`src/rtl/mips_alu_pkg.sv`:
```
// Shared MIPS EX-stage definitions: ALU control codes, funct fields, ALUOp and mul/div FSM states.
package mips_alu_pkg;

  localparam logic [3:0] ALUOP_RTYPE = 4'b1111;

  localparam logic [3:0] ALU_AND  = 4'h0;
  localparam logic [3:0] ALU_OR   = 4'h1;
  localparam logic [3:0] ALU_ADD  = 4'h2;
  localparam logic [3:0] ALU_SLL  = 4'h3;
  localparam logic [3:0] ALU_SRL  = 4'h4;
  localparam logic [3:0] ALU_SUB  = 4'h6;
  localparam logic [3:0] ALU_SLT  = 4'h7;
  localparam logic [3:0] ALU_ADDU = 4'h8;
  localparam logic [3:0] ALU_SUBU = 4'h9;
  localparam logic [3:0] ALU_XOR  = 4'hA;
  localparam logic [3:0] ALU_SLTU = 4'hB;
  localparam logic [3:0] ALU_NOR  = 4'hC;
  localparam logic [3:0] ALU_SRA  = 4'hD;
  localparam logic [3:0] ALU_LUI  = 4'hE;
  localparam logic [3:0] ALU_NOP  = 4'hF;

  localparam logic [5:0] F_SLL   = 6'b000000;
  localparam logic [5:0] F_SRL   = 6'b000010;
  localparam logic [5:0] F_SRA   = 6'b000011;
  localparam logic [5:0] F_MFHI  = 6'b010000;
  localparam logic [5:0] F_MTHI  = 6'b010001;
  localparam logic [5:0] F_MFLO  = 6'b010010;
  localparam logic [5:0] F_MTLO  = 6'b010011;
  localparam logic [5:0] F_MULT  = 6'b011000;
  localparam logic [5:0] F_MULTU = 6'b011001;
  localparam logic [5:0] F_DIV   = 6'b011010;
  localparam logic [5:0] F_DIVU  = 6'b011011;
  localparam logic [5:0] F_ADD   = 6'b100000;
  localparam logic [5:0] F_ADDU  = 6'b100001;
  localparam logic [5:0] F_SUB   = 6'b100010;
  localparam logic [5:0] F_SUBU  = 6'b100011;
  localparam logic [5:0] F_AND   = 6'b100100;
  localparam logic [5:0] F_OR    = 6'b100101;
  localparam logic [5:0] F_XOR   = 6'b100110;
  localparam logic [5:0] F_NOR   = 6'b100111;
  localparam logic [5:0] F_SLT   = 6'b101010;
  localparam logic [5:0] F_SLTU  = 6'b101011;

  localparam logic [1:0] ST_IDLE = 2'b00;
  localparam logic [1:0] ST_MUL  = 2'b01;
  localparam logic [1:0] ST_DIV  = 2'b10;
  localparam logic [1:0] ST_FIX  = 2'b11;

  typedef enum logic [1:0] {
    S_IDLE = ST_IDLE,
    S_MUL  = ST_MUL,
    S_DIV  = ST_DIV,
    S_FIX  = ST_FIX
  } md_state_t;

  // Encoded as the low two funct bits of MULT/MULTU/DIV/DIVU.
  typedef enum logic [1:0] {
    MD_MULT  = 2'b00,
    MD_MULTU = 2'b01,
    MD_DIV   = 2'b10,
    MD_DIVU  = 2'b11
  } md_op_t;

  function automatic logic is_muldiv(input logic [5:0] f);
    return (f == F_MULT) || (f == F_MULTU) || (f == F_DIV) || (f == F_DIVU);
  endfunction

  function automatic logic is_hilo(input logic [5:0] f);
    return (f == F_MFHI) || (f == F_MTHI) || (f == F_MFLO) || (f == F_MTLO);
  endfunction

endpackage

```
`src/rtl/alu_muldiv_ctrl_muldiv_iter.sv`:
```
// Iterative multiply/divide engine: one shift-add or restoring shift-subtract step per cycle,
// magnitudes held internally with sign correction in a final FIX cycle.
module muldiv_iter
  import mips_alu_pkg::*;
#(
  parameter int unsigned WIDTH = 32,
  parameter int unsigned CNT_W = $clog2(WIDTH) + 1
) (
  input  logic             clk,
  input  logic             rst,
  input  logic             start,
  input  md_op_t           op,
  input  logic [WIDTH-1:0] a,
  input  logic [WIDTH-1:0] b,
  output logic             busy,
  output logic             done,
  output logic             div0,
  output logic [WIDTH-1:0] hi,
  output logic [WIDTH-1:0] lo
);

  localparam logic [CNT_W-1:0] LAST = CNT_W'(WIDTH - 1);

  md_state_t        state;
  logic [CNT_W-1:0] count;
  logic [WIDTH-1:0] acc_hi, acc_lo, opnd;
  logic             neg_hi, neg_lo, is_div;

  logic             sgn, a_neg, b_neg;
  logic [WIDTH-1:0] a_abs, b_abs, addend;
  logic [WIDTH:0]   mul_sum, div_shift, div_diff;
  logic             div_ge;

  always_comb begin
    sgn       = (op == MD_MULT) || (op == MD_DIV);
    a_neg     = sgn & a[WIDTH-1];
    b_neg     = sgn & b[WIDTH-1];
    a_abs     = a_neg ? -a : a;
    b_abs     = b_neg ? -b : b;
    addend    = acc_lo[0] ? opnd : '0;
    mul_sum   = {1'b0, acc_hi} + {1'b0, addend};
    div_shift = {acc_hi, acc_lo[WIDTH-1]};
    div_diff  = div_shift - {1'b0, opnd};
    div_ge    = div_shift >= {1'b0, opnd};
  end

  // Multiply: acc_lo holds the multiplier and shifts the product in from acc_hi.
  // Divide: acc_lo shifts the dividend out and the quotient in; acc_hi is the remainder.
  always_ff @(posedge clk or posedge rst) begin
    if (rst) begin
      state  <= S_IDLE;
      count  <= '0;
      acc_hi <= '0;
      acc_lo <= '0;
      opnd   <= '0;
      neg_hi <= 1'b0;
      neg_lo <= 1'b0;
      is_div <= 1'b0;
    end else begin
      unique case (state)
        S_IDLE: begin
          if (start) begin
            is_div <= (op == MD_DIV) || (op == MD_DIVU);
            state  <= ((op == MD_DIV) || (op == MD_DIVU)) ? S_DIV : S_MUL;
            count  <= '0;
            acc_hi <= '0;
            acc_lo <= a_abs;
            opnd   <= b_abs;
            neg_lo <= a_neg ^ b_neg;
            neg_hi <= ((op == MD_DIV) || (op == MD_DIVU)) ? a_neg : (a_neg ^ b_neg);
          end
        end
        S_MUL: begin
          acc_hi <= mul_sum[WIDTH:1];
          acc_lo <= {mul_sum[0], acc_lo[WIDTH-1:1]};
          count  <= count + 1'b1;
          if (count == LAST) state <= S_FIX;
        end
        S_DIV: begin
          acc_hi <= div_ge ? div_diff[WIDTH-1:0] : div_shift[WIDTH-1:0];
          acc_lo <= {acc_lo[WIDTH-2:0], div_ge};
          count  <= count + 1'b1;
          if (count == LAST) state <= S_FIX;
        end
        S_FIX: begin
          state <= S_IDLE;
          count <= '0;
        end
        default: state <= S_IDLE;
      endcase
    end
  end

  logic [2*WIDTH-1:0] product, prod_fix;

  always_comb begin
    product  = {acc_hi, acc_lo};
    prod_fix = neg_hi ? -product : product;
    busy     = (state != S_IDLE);
    done     = (state == S_FIX);
    div0     = done & is_div & (opnd == '0);
    hi       = prod_fix[2*WIDTH-1:WIDTH];
    lo       = prod_fix[WIDTH-1:0];
    if (is_div) begin
      hi = neg_hi ? -acc_hi : acc_hi;
      lo = div0 ? '1 : (neg_lo ? -acc_lo : acc_lo);
    end
  end

endmodule

```
`src/rtl/alu_muldiv_ctrl.sv`:
```
// EX-stage ALU control with HI/LO registers and mul/div hazard stall.
// Optional MULDIV_DIV0_EXC_EN: adds div0_exc and leaves HI/LO untouched on divide-by-zero.
module alu_muldiv_ctrl
  import mips_alu_pkg::*;
#(
  parameter int unsigned WIDTH = 32,
  parameter int unsigned CNT_W = $clog2(WIDTH) + 1
) (
  input  logic             clk,
  input  logic             rst,
  input  logic             issue,
  input  logic [3:0]       alu_op,
  input  logic [5:0]       func_code,
  input  logic [WIDTH-1:0] rs_val,
  input  logic [WIDTH-1:0] rt_val,
  output logic [3:0]       alu_ctrl,
  output logic             hilo_sel,
  output logic [WIDTH-1:0] hilo_rdata,
  output logic             busy,
  output logic             stall
`ifdef MULDIV_DIV0_EXC_EN
  ,
  output logic             div0_exc
`endif
);

`ifdef MULDIV_DIV0_EXC_EN
  localparam bit DIV0_HOLD = 1'b1;
`else
  localparam bit DIV0_HOLD = 1'b0;
`endif

  logic [WIDTH-1:0] hi_q, lo_q, md_hi, md_lo;
  logic             md_instr, accept, start, md_done, md_div0, hilo_wr;

  always_comb begin
    alu_ctrl = ALU_NOP;
    if (alu_op != ALUOP_RTYPE) begin
      alu_ctrl = alu_op;
    end else begin
      case (func_code)
        F_SLL:   alu_ctrl = ALU_SLL;
        F_SRL:   alu_ctrl = ALU_SRL;
        F_SRA:   alu_ctrl = ALU_SRA;
        F_ADD:   alu_ctrl = ALU_ADD;
        F_ADDU:  alu_ctrl = ALU_ADDU;
        F_SUB:   alu_ctrl = ALU_SUB;
        F_SUBU:  alu_ctrl = ALU_SUBU;
        F_AND:   alu_ctrl = ALU_AND;
        F_OR:    alu_ctrl = ALU_OR;
        F_XOR:   alu_ctrl = ALU_XOR;
        F_NOR:   alu_ctrl = ALU_NOR;
        F_SLT:   alu_ctrl = ALU_SLT;
        F_SLTU:  alu_ctrl = ALU_SLTU;
        default: alu_ctrl = ALU_NOP;
      endcase
    end
  end

  // Any HI/LO-touching instruction waits out the engine; everything else flows.
  always_comb begin
    md_instr   = issue && (alu_op == ALUOP_RTYPE) && (is_muldiv(func_code) || is_hilo(func_code));
    stall      = ~rst & md_instr & busy;
    accept     = ~rst & md_instr & ~busy;
    start      = accept & is_muldiv(func_code);
    hilo_sel   = accept && ((func_code == F_MFHI) || (func_code == F_MFLO));
    hilo_rdata = '0;
    if (hilo_sel) hilo_rdata = (func_code == F_MFHI) ? hi_q : lo_q;
    hilo_wr    = md_done & ~(DIV0_HOLD & md_div0);
  end

  muldiv_iter #(
    .WIDTH (WIDTH),
    .CNT_W (CNT_W)
  ) u_muldiv (
    .clk   (clk),
    .rst   (rst),
    .start (start),
    .op    (md_op_t'(func_code[1:0])),
    .a     (rs_val),
    .b     (rt_val),
    .busy  (busy),
    .done  (md_done),
    .div0  (md_div0),
    .hi    (md_hi),
    .lo    (md_lo)
  );

  always_ff @(posedge clk or posedge rst) begin
    if (rst) begin
      hi_q <= '0;
      lo_q <= '0;
    end else if (hilo_wr) begin
      hi_q <= md_hi;
      lo_q <= md_lo;
    end else if (accept && (func_code == F_MTHI)) begin
      hi_q <= rs_val;
    end else if (accept && (func_code == F_MTLO)) begin
      lo_q <= rs_val;
    end
  end

`ifdef MULDIV_DIV0_EXC_EN
  always_ff @(posedge clk or posedge rst) begin
    if (rst) div0_exc <= 1'b0;
    else     div0_exc <= md_div0;
  end
`endif

endmodule

```
`config.mk`:
```
export PLATFORM = sky130hd
export DESIGN_NAME = alu_muldiv_ctrl
export DESIGN_NICKNAME = d
export VERILOG_FILES = /design/src/rtl/mips_alu_pkg.sv /design/src/rtl/alu_muldiv_ctrl_muldiv_iter.sv /design/src/rtl/alu_muldiv_ctrl.sv
export SDC_FILE = /design/constraint.sdc
export NUM_CORES = 1
export LEC_CHECK = 0
export BUFFER_PORTS_ARGS = -buffer_cell sky130_fd_sc_hd__buf_2
export CAP_MARGIN = 40
export CORE_UTILIZATION = 55
export CTS_BUF_LIST = sky130_fd_sc_hd__clkbuf_2
export DETAILED_ROUTE_END_ITERATION = 16
export PLACE_DENSITY = 0.74
export SKIP_LAST_GASP = 1
export SLEW_MARGIN = 10
export SYNTH_ARGS = -nofsm -noshare
export SYNTH_HDL_FRONTEND = slang
export SYNTH_SLANG_ARGS = --single-unit
```
`constraint.sdc`:
```
create_clock -name clk -period 6.9 [get_ports clk]
set_clock_uncertainty 0.2 [all_clocks]
set_input_delay 1.38 -clock clk [delete_from_list [all_inputs] [get_ports clk]]
set_output_delay 1.38 -clock clk [all_outputs]
set_load 0.05 [all_outputs]
```
==> results by group, run 1 <==
Status
  – Run status: finished clean

Timing
  – Final period utilization: 69.52%
  – Final worst-path setup slack: 2.103 ns
  – Pins Over Slew Limit: 0
  – Fin. Hold Viols: 0
  – RSZ-0062 raised after global routing: false
  – Final setup vio count: 0
  – Worst slew pin tran: 0.8827 ns
  – Setup TNS: 0 ns
  – Tmin final: 4.797 ns
  – Slew margin rel.: 40.99%
  – Max Clock Freq: 208.5 MHz

Logic synthesis
  – Top cell type's share of synthesized area: 27.89%
  – EDFF count, synth: 0
  – Top_reg_cell synth: dfrtp_1
  – Synthesized net count: 2,157
  – Yosys warns: 0
  – Post-synth ARST share: 100.0%
  – Dominant cell type by area after synthesis: dfrtp_1
  – Cells after Synth: 2,003
  – Mean area per synthesized cell: 7.659 um^2
  – Post-synthesis sequential area ratio: 27.89%
  – Post-Syn Area: 15,340 um^2
  – Distinct cells, synth: 74
  – #FFs+latches synth: 171
  – Ranking of synthesized cells by area: dfrtp_1, o21ai_0, nand2_1

Route
  – WL/cell: 18.77 um
  – DRC errors left: 0
  – Antenna-violating nets left: 0
  – Vias: 15,040
  – Final WL: 45,280 um
  – Number of DRC markers in iteration 0: 1,170
  – DR vias/cell: 6.231
  – First-pass detailed-route iteration total: 6

Final layout
  – Final instance area: 16,500 um^2
  – P&R area growth vs syn: 7.544%
  – Post-Route Utilization: 60.71%
  – Fillers: 2,510
  – Most frequent cells in the layout: nand2_1, o21ai_0, dfrtp_1, a21oi_1, buf_2
  – Layout cells sized above 1: 10.93%
  – Most frequent standard cell in the layout excluding fill and tap cells: nand2_1
  – Final nets: 2,182
  – Multi-input gate area: 10,320 um^2
  – Register area: 4279 um^2

Die
  – I/O pin cnt: 116
  – Die Wd: 169.0 um
  – Height of the die: 169.0 um
  – Placeable Area: 27,180 um^2
  – Starting Density: 56.45%
  – Die area: 28,560 um^2
  – Num rows: 60

CTS
  – Inserted Clock Buffers: 17
  – Clock Path Buffers: 2
  – Insertion delay to the later sink of the worst-skew pair: 0.82 ns
  – H-tree depth: 4
  – TritonCTS clock tree: built
  – CTS clk-pin slew, worst paths: 0.26 ns
  – PostCTS Resize Cnt: 0
  – Clock sinks: 171
  – Postcts setup bufs: 0
  – # hold bufs at CTS: 0
  – Clock root cell: clkbuf_2

Placed design
  – DP Worst Slack: 2.110 ns
  – Routability cong.: 0.9410
  – PortBufs: 115
  – Post-DP HPWL: 34,190 um
  – DP Area: 16,230 um^2

Job
  – Max cap viols: 0

Critical path
  – Crit path DAT: 3.22 ns
  – CP top delay family: simple AND/OR/NAND/NOR gates
  – Crit-path slowest cell: or3_1
  – CP endpoint: hilo_rdata[19]
  – R2R Path Start: u_muldiv.opnd[1]$_DFFE_PP0P_
  – CP Max Fanout: 25
  – Critical Path Sink Type: output port
  – Crit Path Category: in2out
  – Flop-to-flop setup slack: 2.12 ns
  – Worst path depth: 7
  – Buffers & Inverters on Critical Path: 3
  – Critical Path Source Type: input port
  – Worst setup startpoint: func_code[1]
  – Max incr delay on CP: 0.55 ns
  – Worst r2r dst: u_muldiv.acc_hi[11]$_DFFE_PP0P_
  – Worst-path cell chain: buf_2 -> or3_1 -> or3_1 -> buf_8 -> nand2_1 -> a21oi_1 -> buf_2
  – Reg2reg path depth: 12
  – Crit path required time: 5.32 ns

Global routing
  – GRT Resource Usage Total: 32.05%
  – Grt total ovfl: 0
  – First-pass GRT wire length: 73,510 um
  – Antenna violations before repair: 1
  – Vias in the first global route: 14,080
  – Largest net degree at the start of global routing: 86

Pwr
  – Overall power: 6.283 mW
  – VDD IR-drop max: 320.7 uV
  – P_leak: 7.409 nW
  – Pwr Density: 380.8 nW/um^2

Worst hold path
  – HP Class: reg2reg
## worst min path at each step
stage                                       start                            end  slack, ns  cells past startpoint
finish              u_muldiv.count[4]$_DFFE_PP0P_  u_muldiv.count[4]$_DFFE_PP0P_       0.33                      1
CTS                                           rst   u_muldiv.opnd[5]$_DFFE_PP0P_       0.32                      2
global route                                  rst  u_muldiv.opnd[28]$_DFFE_PP0P_       0.31                      2
detailed placement  u_muldiv.opnd[20]$_DFFE_PP0P_  u_muldiv.opnd[20]$_DFFE_PP0P_       0.29                      2
floorplan           u_muldiv.opnd[20]$_DFFE_PP0P_  u_muldiv.opnd[20]$_DFFE_PP0P_       0.25                      2
global placement    u_muldiv.opnd[23]$_DFFE_PP0P_  u_muldiv.opnd[23]$_DFFE_PP0P_       0.27                      2
## area by class of cell
class	count	share of cell area [%]
sequential	171	25.94
tap	372	2.821
timing repair buffer	146	5.551
inverter	65	1.509
antenna	1	0.01517
clock inverter	13	1.077
clock buffer	18	0.5460
multi-input combinational	1627	62.54
## cell usage after synthesis (all sizes together), types with 23 or more instances
master and number:
nor3 38, nor2 112, xnor2 99, nor2b 44, o311ai 25, dfrtp 171, ha 75, clkbuf 130
a21o 33, nor4 29, a21oi 143, xor2 48, mux2i 69, nand2 299, inv 64, a22oi 54
nand3 23, o21ai 274
## flip-flops by register name (all words and copies together), names as in the netlist
register and cells:
u_muldiv.neg_hi 1, u_muldiv.opnd 32, lo_q 32, hi_q 32, u_muldiv.neg_lo 1, u_muldiv.state 2, u_muldiv.is_div 1, u_muldiv.count 6
u_muldiv.acc_lo 32, u_muldiv.acc_hi 32
## per-stage QoR
step / std cells / hold WS [ns]
after floorplan: 2003 / 0.2498
after global placement: 2373 / 0.2716
after detailed placement: 2381 / 0.2852
after CTS: 2412 / 0.3242
after global routing: 2413 / 0.3096
final: 2413 / 0.3293
## report_power, final
part | switching, mW | internal (mW) | leakage [nW]
Clock | 0.403 | 0.214 | 0.161
Sequential | 0.410 | 1.31 | 2.25
Combinational | 2.35 | 1.59 | 5.00
Total | 3.16 | 3.12 | 7.41
## per-layer routing
layer / track usage, % / up-vias / share of wire (%)
met2: 53.92 / 558 / 47
met3: 3.343 / 107 / 5.4
met1: 41.52 / 7150 / 43
met4: 14.77 / 0 / 4.4
met5: 0 / - / 0
li1: - / 7220 / -
## cells by family (layout without fill, tap and decap cells)
family / count (synthesis) / count (layout) / share of synthesized area [%]
fa+ha+maj: 77 / 77 / 6.378
buf+inv: 205 / 242 / 5.171
other cells: 0 / 1 / 0
mux: 78 / 78 / 5.163
xor+xnor: 147 / 147 / 8.392
compound gates: 663 / 663 / 26.47
flops: 171 / 171 / 27.89
simple gates: 662 / 662 / 20.53
## worst reg2reg max path, stage by stage, from the launching register on
cell and delay (ns):
dfrtp_1 0.52, inv_1 0.10, ha_1 0.30, nor2b_1 0.13
o21ai_0 0.15, o211ai_1 0.42, a221oi_1 0.28, a221o_1 0.46
a21oi_1 0.30, a21boi_0 0.31, o21bai_4 0.77, mux2_2 0.43
a221o_1 0.31
Note: power is estimated with default switching activity, not from simulation.
==> run 2: changes to the inputs <==
- PLACE_DENSITY: 0.74 -> 0.77
- clock period: 6.9 -> 4.35 ns (I/O delays scaled with it)
==> run 2 against run 1 <==
Power up 62%. Sequential power up 55%. Combinational power up 67%. Cell area up 0.30%. Via count up 1.8%. Clock power up 53%. Clock-buffer cell count down 1. Global-route usage up 0.88 points. First-iteration DRC count up 35%. Non-clock buffer count up 17.
==> results by group, run 2 (synthesis gave the netlist of run 1 again) <==
Pwr
  – Overall power: 10.19 mW
  – Pwr Density: 615.7 nW/um^2
  – P_leak: 7.457 nW
  – VDD IR-drop max: 415.9 uV

Critical path
  – Critical Path Source Type: register
  – Worst setup startpoint: u_muldiv.opnd[1]$_DFFE_PP0P_
  – Crit path required time: 4.87 ns
  – Max incr delay on CP: 0.64 ns
  – CP Max Fanout: 6
  – R2R Path Start: u_muldiv.opnd[1]$_DFFE_PP0P_
  – Crit-path slowest cell: a221oi_1
  – Critical Path Sink Type: register
  – Crit path DAT: 4.56 ns
  – Flop-to-flop setup slack: 0.31 ns
  – Worst-path cell chain: inv_1 -> ha_1 -> nor2b_1 -> o21ai_0 -> o211ai_1 -> a221oi_1 -> a221o_1 -> a21oi_1 -> a21boi_0 -> buf_4 -> o21bai_4 -> buf_4 -> and2_1 -> a221o_1
  – Reg2reg path depth: 14
  – Worst r2r dst: u_muldiv.acc_hi[23]$_DFFE_PP0P_
  – CP endpoint: u_muldiv.acc_hi[23]$_DFFE_PP0P_
  – Crit Path Category: reg2reg

Route
  – DR vias/cell: 6.296
  – Antenna-violating nets left: 0
  – DRC errors left: 0
  – Met2 Routed Length: 21,710 um
  – First-pass detailed-route iteration total: 7
  – Routed wl met3: 2798 um
  – Final WL: 46,210 um
  – Top layer in use: met4
  – Vias: 15,310
  – WL met1: 19,810 um
  – WL/cell: 19.01 um
  – Number of DRC markers in iteration 0: 1,577

CTS
  – H-tree depth: 4
  – Postcts setup bufs: 0
  – Clock sinks: 171
  – Insertion delay to the later sink of the worst-skew pair: 0.84 ns
  – CTS clk-pin slew, worst paths: 0.30 ns
  – TritonCTS clock tree: built
  – Clock Path Buffers: 2
  – PostCTS Resize Cnt: 0
  – Inserted Clock Buffers: 17
  – # hold bufs at CTS: 0
  – Clock root cell: clkbuf_2

Placed design
  – Placed Cells: 2,398
  – Post-DP HPWL: 34,300 um
  – PortBufs: 115
  – Routability cong.: 0.9798
  – DP Area: 16,290 um^2
  – DP Worst Slack: 0.3953 ns

Die
  – Die area: 28,560 um^2
  – Placeable Area: 27,180 um^2
  – Num rows: 60
  – Height of the die: 169.0 um
  – Die Wd: 169.0 um
  – I/O pin cnt: 116
  – Starting Density: 56.45%

Status
  – Run status: finished clean

Final layout
  – Fin cells: 2,431
  – Layout cells sized above 1: 11.61%
  – Multi-input gate area: 10,320 um^2
  – Fillers: 2,521
  – Final nets: 2,199
  – Register area: 4279 um^2
  – P&R area growth vs syn: 7.871%
  – Most frequent standard cell in the layout excluding fill and tap cells: nand2_1
  – Most frequent cells in the layout: nand2_1, o21ai_0, dfrtp_1, a21oi_1, buf_2
  – Final instance area: 16,550 um^2

Timing
  – Worst slew pin tran: 0.9987 ns
  – Pins Over Slew Limit: 0
  – RSZ-0062 raised after global routing: false
  – Max Clock Freq: 247.4 MHz
  – Final period utilization: 92.90%
  – Tmin final: 4.041 ns
  – Final worst-path setup slack: 0.3087 ns
  – Slew margin rel.: 33.42%
  – Worst hold slack: 0.05786 ns
  – Final setup vio count: 0
  – Fin. Hold Viols: 0

Worst hold path
  – HP Class: in2async

Global routing
  – Grt total ovfl: 0
  – GRT Resource Usage Total: 32.93%
  – Largest net degree at the start of global routing: 172
  – Antenna violations before repair: 1
  – Vias in the first global route: 14,310
  – First-pass GRT wire length: 75,470 um

Job
  – Max cap viols: 0
==> run 2: cell count changes in the layout (fill, tap and decap cells not counted), sizes merged <==
cell,delta
clkinv,+5
buf,+17
inv,-1
bufinv,-2
clkbuf,-1
==> run 2: cell type report <==
class,count,share of cell area (%)
timing repair buffer,163,5.882
tap,372,2.813
sequential,171,25.86
clock inverter,15,1.059
clock buffer,17,0.5141
antenna,1,0.01512
multi-input combinational,1627,62.36
inverter,65,1.497
==> run 2: power breakdown <==
part	leakage (nW)	switching, mW	internal, mW
combinational	5.05	3.89	2.70
clock	0.156	0.698	0.247
sequential	2.25	0.577	2.09
total	7.46	5.16	5.03
==> run 2: worst min-delay path by stage <==
stage	start	to	slack [ns]
floorplan	u_muldiv.opnd[20]$_DFFE_PP0P_	u_muldiv.opnd[20]$_DFFE_PP0P_	0.25
global route	rt_val[25]	u_muldiv.opnd[25]$_DFFE_PP0P_	0.05
detailed placement	u_muldiv.opnd[23]$_DFFE_PP0P_	u_muldiv.opnd[23]$_DFFE_PP0P_	0.28
CTS	rt_val[25]	u_muldiv.opnd[25]$_DFFE_PP0P_	0.07
finish	rst	u_muldiv.count[5]$_DFFE_PP0P_	0.06
global placement	u_muldiv.opnd[20]$_DFFE_PP0P_	u_muldiv.opnd[20]$_DFFE_PP0P_	0.27
==> run 2: metal layers <==
metal / vias to the layer above / track usage, %
met3: 124 / 3.718
li1: 7280 / -
met5: - / 0
met2: 664 / 54.78
met4: 0 / 14.34
met1: 7238 / 43.29
==> run 2: stage by stage <==
| step | TNS (ns) | utilization [%] |
|---|---|---|
| 2_1_floorplan | -11.41 | - |
| 3_3_place_gp | 0 | 59.85 |
| 3_5_place_dp | 0 | 59.93 |
| 4_1_cts | 0 | 60.88 |
| 5_1_grt | 0 | 60.89 |
| 6_report | 0 | 60.89 |
==> run 2: critical path, delay by kind of cell, from the launching register on <==
kind,cells,cell delay (ns)
flops,1,0.43
buf+inv,3,0.43
simple gates,2,0.32
compound gates,8,2.26
fa+ha+maj,1,0.29
